==> config.mk <==
export PLATFORM = sky130hd
export DESIGN_NAME = pipe_stage_hs_reg_flat
export DESIGN_NICKNAME = d
export VERILOG_FILES = /design/src/rtl/pipe_stage_hs_reg_if.sv /design/src/rtl/pipe_stage_hs_reg.sv /design/src/flat_wrapper.sv
export SDC_FILE = /design/constraint.sdc
export NUM_CORES = 1
export LEC_CHECK = 0
export BUFFER_PORTS_ARGS = -buffer_cell sky130_fd_sc_hd__buf_2
export CAP_MARGIN = 20
export CORE_MARGIN = 2
export CORE_UTILIZATION = 57
export DETAILED_ROUTE_END_ITERATION = 8
export HOLD_SLACK_MARGIN = 0.02
export PLACE_DENSITY = 0.81
export REMOVE_ABC_BUFFERS = 1
export SYNTH_ARGS = -nofsm -noshare
export SYNTH_HDL_FRONTEND = slang
export SYNTH_SLANG_ARGS = --single-unit
export TNS_END_PERCENT = 10
==> constraint.sdc <==
create_clock -name clk -period 3.06 [get_ports clk]
set_input_delay 0.612 -clock clk [delete_from_list [all_inputs] [get_ports clk]]
set_output_delay 0.612 -clock clk [all_outputs]
set_load 0.02 [all_outputs]
==> src/rtl/pipe_stage_hs_reg_if.sv <==
// Handshake bundle for one generic pipeline stage: upstream valid/ready/data,
// downstream valid/ready/data, the flush strobe and the occupancy readout.
`timescale 1ns/1ps

interface pipe_stage_hs_reg_if #(
  parameter int DATA_W = 32
);
  logic              flush;
  logic              in_valid;
  logic              in_ready;
  logic [DATA_W-1:0] in_data;
  logic              out_valid;
  logic              out_ready;
  logic [DATA_W-1:0] out_data;
  logic [1:0]        occupancy;

  // Producer/consumer side that drives the stage (upstream, downstream ready, flush)
  modport master (
    output flush, in_valid, in_data, out_ready,
    input  in_ready, out_valid, out_data, occupancy
  );

  // The stage itself
  modport slave (
    input  flush, in_valid, in_data, out_ready,
    output in_ready, out_valid, out_data, occupancy
  );
endinterface

==> src/rtl/pipe_stage_hs_reg.sv <==
// Generic pipeline-stage register with valid/ready handshake and flush.
// SKID=1 holds up to two bundles (main + skid) so in_ready comes straight from
// the state register; SKID=0 is a single register with combinational in_ready.
`timescale 1ns/1ps

module pipe_stage_hs_reg #(
  parameter int DATA_W     = 32,
  parameter int SKID       = 1,
  parameter int FLUSH_ZERO = 1
) (
  input  logic                clk,
  input  logic                rst_n,
  pipe_stage_hs_reg_if.slave  bus
);

  logic              in_ready;
  logic              out_valid;
  logic [DATA_W-1:0] out_data;
  logic [1:0]        occupancy;

  assign bus.in_ready  = in_ready;
  assign bus.out_valid = out_valid;
  assign bus.out_data  = out_data;
  assign bus.occupancy = occupancy;

  if (SKID != 0) begin : g_skid

    typedef enum logic [1:0] {
      EMPTY = 2'd0,
      HALF  = 2'd1,
      FULL  = 2'd2
    } state_t;

    state_t            state_q, state_d;
    logic [DATA_W-1:0] main_q, main_d;
    logic [DATA_W-1:0] skid_q, skid_d;
    logic              in_fire;
    logic              out_fire;

    // Upstream only sees the registered state, so out_ready never reaches in_ready.
    assign in_ready  = (state_q != FULL);
    assign out_valid = (state_q != EMPTY);
    assign out_data  = main_q;
    assign occupancy = (state_q == FULL) ? 2'd2 :
                       (state_q == HALF) ? 2'd1 : 2'd0;
    assign in_fire   = bus.in_valid & in_ready;
    assign out_fire  = out_valid & bus.out_ready;

    // State and data registers; reset drops everything held.
    always_ff @(posedge clk or negedge rst_n) begin
      if (!rst_n) begin
        state_q <= EMPTY;
        main_q  <= '0;
        skid_q  <= '0;
      end else begin
        state_q <= state_d;
        main_q  <= main_d;
        skid_q  <= skid_d;
      end
    end

    // Next state: flush wins; otherwise main feeds the output and skid catches the stalled extra bundle.
    always_comb begin
      state_d = state_q;
      main_d  = main_q;
      skid_d  = skid_q;
      if (bus.flush) begin
        state_d = EMPTY;
        if (FLUSH_ZERO != 0) begin
          main_d = '0;
          skid_d = '0;
        end
      end else begin
        case (state_q)
          EMPTY: begin
            if (in_fire) begin
              state_d = HALF;
              main_d  = bus.in_data;
            end
          end
          HALF: begin
            if (in_fire && out_fire) begin
              main_d = bus.in_data;
            end else if (in_fire) begin
              state_d = FULL;
              skid_d  = bus.in_data;
            end else if (out_fire) begin
              state_d = EMPTY;
            end
          end
          FULL: begin
            if (out_fire) begin
              state_d = HALF;
              main_d  = skid_q;
            end
          end
          default: state_d = EMPTY;
        endcase
      end
    end

  end else begin : g_single

    logic              valid_q, valid_d;
    logic [DATA_W-1:0] data_q, data_d;
    logic              in_fire;
    logic              out_fire;

    // A slot frees up in the same cycle the downstream takes the current bundle.
    assign in_ready  = !valid_q | bus.out_ready;
    assign out_valid = valid_q;
    assign out_data  = data_q;
    assign occupancy = {1'b0, valid_q};
    assign in_fire   = bus.in_valid & in_ready;
    assign out_fire  = valid_q & bus.out_ready;

    // Single holding register; reset drops the held bundle.
    always_ff @(posedge clk or negedge rst_n) begin
      if (!rst_n) begin
        valid_q <= 1'b0;
        data_q  <= '0;
      end else begin
        valid_q <= valid_d;
        data_q  <= data_d;
      end
    end

    // Next value: flush wins, then a new bundle, then plain drain.
    always_comb begin
      valid_d = valid_q;
      data_d  = data_q;
      if (bus.flush) begin
        valid_d = 1'b0;
        if (FLUSH_ZERO != 0) begin
          data_d = '0;
        end
      end else if (in_fire) begin
        valid_d = 1'b1;
        data_d  = bus.in_data;
      end else if (out_fire) begin
        valid_d = 1'b0;
      end
    end

  end

endmodule

==> src/flat_wrapper.sv <==
// flat-port wrapper written by rule: the top's interface ports become plain ports
module pipe_stage_hs_reg_flat 
#(
  parameter int DATA_W     = 32,
  parameter int SKID       = 1,
  parameter int FLUSH_ZERO = 1
)
  (clk, rst_n, bus_flush, bus_in_valid, bus_in_data, bus_out_ready, bus_in_ready, bus_out_valid, bus_out_data, bus_occupancy);
  pipe_stage_hs_reg_if #(.DATA_W(DATA_W)) bus_i ();
  input  logic clk;
  input  logic rst_n;
  input wire logic [$bits(bus_i.flush)-1:0] bus_flush;
  input wire logic [$bits(bus_i.in_valid)-1:0] bus_in_valid;
  input wire logic [$bits(bus_i.in_data)-1:0] bus_in_data;
  input wire logic [$bits(bus_i.out_ready)-1:0] bus_out_ready;
  output wire logic [$bits(bus_i.in_ready)-1:0] bus_in_ready;
  output wire logic [$bits(bus_i.out_valid)-1:0] bus_out_valid;
  output wire logic [$bits(bus_i.out_data)-1:0] bus_out_data;
  output wire logic [$bits(bus_i.occupancy)-1:0] bus_occupancy;
  assign bus_i.flush = bus_flush;
  assign bus_i.in_valid = bus_in_valid;
  assign bus_i.in_data = bus_in_data;
  assign bus_i.out_ready = bus_out_ready;
  assign bus_in_ready = bus_i.in_ready;
  assign bus_out_valid = bus_i.out_valid;
  assign bus_out_data = bus_i.out_data;
  assign bus_occupancy = bus_i.occupancy;
  pipe_stage_hs_reg #(.DATA_W(DATA_W), .SKID(SKID), .FLUSH_ZERO(FLUSH_ZERO)) u_core (.clk(clk), .rst_n(rst_n), .bus(bus_i));
endmodule
==> impl_metrics.env <==
export IMPL_fmax_mhz=426.0
export IMPL_ys_ff_latch=66
export IMPL_end_kind="flip-flop"
export IMPL_layout_common_cells="buf_2 (72), dfrtp_1 (66), a22o_1 (33), mux2i_1 (32), o2bb2ai_1 (24)"
export IMPL_io_pins=73
export IMPL_fp_dieW_um=76.37
export IMPL_comb_power_share_pct=35.8
export IMPL_hold_class="in -> async"
export IMPL_antennaDiodeCount=0
export IMPL_clock_sinks=66
export IMPL_vdd_ir_drop_max_mv=0.4298
export IMPL_status="finished, final reports clean"
export IMPL_hold_viol_final=0
export IMPL_worstSetupPathType="reg -> reg"
export IMPL_yosysWarnings=0
export IMPL_clk_latency_ps=340
export IMPL_dp_hpwl_um=3982
export IMPL_final_common_cell="buf_2"
export IMPL_h_tree_depth=3
export IMPL_yosysTopAreaCell="dfrtp_1"
export IMPL_seqPwrFrac_pct=39.2
export IMPL_grt_setup_unrepaired="false"
export IMPL_arrival_ps=2600
export IMPL_drive_gt1_share_pct=38.06
export IMPL_port_buffers=72
export IMPL_synth_area_leaders="dfrtp_1 (55%), mux2i_1 (11%), a22o_1 (9.7%), o2bb2ai_1 (7.0%), o2bb2ai_2 (4.5%)"
export IMPL_min_period_over_period_pct=76.70
export IMPL_std_cell_rows=26
export IMPL_clockBufferDepth=2
export IMPL_die_y_um=76.37
export IMPL_syn_instance_count=211
export IMPL_place_congestion=0.8436
export IMPL_cts_root_buf="clkbuf_8"
export IMPL_initial_core_util_pct=58.83
export IMPL_switching_share_pct=37.92
export IMPL_grt_pass1_wl_um=10610
export IMPL_synth_adder_area_share_pct=2.515
export IMPL_grtUsageTotal_pct=23.35
export IMPL_drtIter0Drc=153
export IMPL_dp_slack_ps=731.3
export IMPL_muxShareOfSynthArea_pct=10.73
export IMPL_cts_tree="done"
export IMPL_drc=0
export IMPL_coreArea_um2=5075
export IMPL_clock_skew_ps=4.875
export IMPL_synth_compound_area_share_pct=23.68
export IMPL_grt_pass1_vias=2087
export IMPL_ys_seq_area_share_pct=55.32
export IMPL_cts_reportedPaths_clkPinSlew_ps=70
export IMPL_syn_area_um2=2985
export IMPL_die_area_um2=5832
export IMPL_dr_pass1_iters=4
export IMPL_final_setup_viol_count=0
export IMPL_relSlewSlack_pct=30.45
export IMPL_cts_resized_gates=0
export IMPL_worstPathMaxFanout=32
export IMPL_routed_wl_um=6315
export IMPL_synth_top_area_share_pct=55.32
export IMPL_fin_crit_ps=2347
export IMPL_grt_ovfl_total=0
export IMPL_yosys_area_share_simple_pct=3.018
export IMPL_p_leak_nw=1.712
export IMPL_ys_types=27
export IMPL_syn_avg_cell_area_um2=14.15
export IMPL_synth_xor_area_share_pct=0.2934
export IMPL_clkPwrFrac_pct=25.0
export IMPL_ctsHoldBuffers=0
export IMPL_drv_slew=0
export IMPL_wire_per_inst_um=17.59
export IMPL_tns_ps=0
export IMPL_antenna_found_initial=0
export IMPL_area_growth_pct=20.49
export IMPL_pwr_density_cell_nw_per_um2=889.9
export IMPL_worst_slew_pin_slew_ps=1039
export IMPL_p_int_mw=1.987
export IMPL_ant_nets=0
export IMPL_synth_top_family_by_area="compound AO/OA/AOI/OAI gates"
export IMPL_cp_start_kind="flip-flop"
export IMPL_worst_endpoint_required_ps=3310
export IMPL_postCtsSetupRepairBufs=0
export IMPL_grt_max_degree=34
export IMPL_via_per_inst=5.763
export IMPL_net_switching_power_mw=1.214
export IMPL_dr_total_vias=2069
export IMPL_maxCapViolCount=0
export IMPL_fin_ws_ps=712.8
export IMPL_num_nets_final=327
export IMPL_cts_buffers=9
export IMPL_worst_hold_slack_ps=295.2
==> routing by layer <==
layer / up-vias / GRT usage (%) / part of all wire (%)
li1: 950 / - / -
met1: 1057 / 33.09 / 47
met2: 56 / 35.58 / 48
met3: 6 / 6.872 / 4.8
met4: 0 / 6.182 / 0.89
met5: - / 0 / 0
==> registers in the layout (all words and copies together), names as in the netlist <==
signal,cells
u_core.g_skid.skid_q,32
u_core.bus.out_data,32
u_core.g_skid.state_q,2
==> worst max-delay path, stage by stage (launching register included) <==
cell	delay (ps)
dfrtp_1	400
inv_1	110
ha_1	250
or3b_4	390
a211oi_2	280
nand2_2	490
o2bb2ai_1	330
==> worst paths after layout <==
check | cells past startpoint | slack [ps] | start | endpoint
setup reg to reg | 6 | 710 | u_core.g_skid.state_q[0] | u_core.bus.out_data[28]
min in group clk | 1 | 490 | u_core.bus.out_data[0] | u_core.bus.out_data[0]
setup / recovery | 6 | 710 | u_core.g_skid.state_q[0] | u_core.bus.out_data[28]
hold reg to reg | 1 | 490 | u_core.bus.out_data[0] | u_core.bus.out_data[0]
hold / removal | 1 | 300 | rst_n | u_core.g_skid.skid_q[13]
max in group asynchronous | 2 | 2050 | rst_n | u_core.g_skid.skid_q[21]
==> through the flow <==
stage	cells	util (%)	area (µm²)	power, mW
5_1_grt	359	70.88	3597	3.365
4_1_cts	359	70.88	3597	3.219
6_report	359	70.88	3597	3.201
3_5_place_dp	343	66.57	3378	2.415
2_1_floorplan	195	-	2868	2.006
3_3_place_gp	343	66.57	3378	2.398
==> power groups by stage <==
stage	Combinational (mW)	Clock, mW	Sequential (mW)
after floorplan	0.561	0	1.44
after global placement	1.14	0	1.26
after detailed placement	1.15	0	1.26
after CTS	1.15	0.810	1.25
after global routing	1.23	0.853	1.28
final	1.14	0.801	1.26
==> cell type report <==
cell class                 count  area (µm²)
clock inverter                 6       91.34
fill                         377        1478
tap                           70       87.58
clock buffer                  10       127.6
inverter                       4       15.01
sequential                    66        1652
timing repair buffer          78       405.4
multi-input combinational    125        1219
==> synthesized netlist by cell type <==
| library cell | instances |
|---|---|
| nand2_2 | 1 |
| nand4bb_1 | 1 |
| o2bb2ai_1 | 24 |
| ha_1 | 6 |
| a21oi_1 | 3 |
| o2bb2ai_2 | 9 |
| nor3_1 | 1 |
| mux2i_1 | 32 |
| or3b_4 | 1 |
| nand2b_1 | 2 |
| buf_6 | 6 |
| dfrtp_1 | 66 |
| a21oi_2 | 1 |
| nor2b_1 | 2 |
| nor2_1 | 3 |
| o21ai_2 | 1 |
| buf_1 | 1 |
| buf_4 | 1 |
| xor2_1 | 1 |
| clkbuf_1 | 1 |
| buf_2 | 7 |
| nor3b_2 | 1 |
| a211oi_2 | 1 |
| a22o_1 | 33 |
| o2bb2ai_4 | 1 |
| inv_1 | 4 |
| and2b_1 | 1 |
==> kinds of logic (layout without fill, tap and decap cells) <==
kind of cell | after synthesis | count (layout)
AND/OR/NAND/NOR | 13 | 13
flip-flops | 66 | 66
XOR/XNOR | 1 | 1
multiplexers | 32 | 32
adder cells (fa/ha/maj) | 6 | 6
AO/OA/AOI/OAI | 73 | 73
buffers and inverters | 20 | 98
Note: power is estimated with default switching activity, not from simulation.
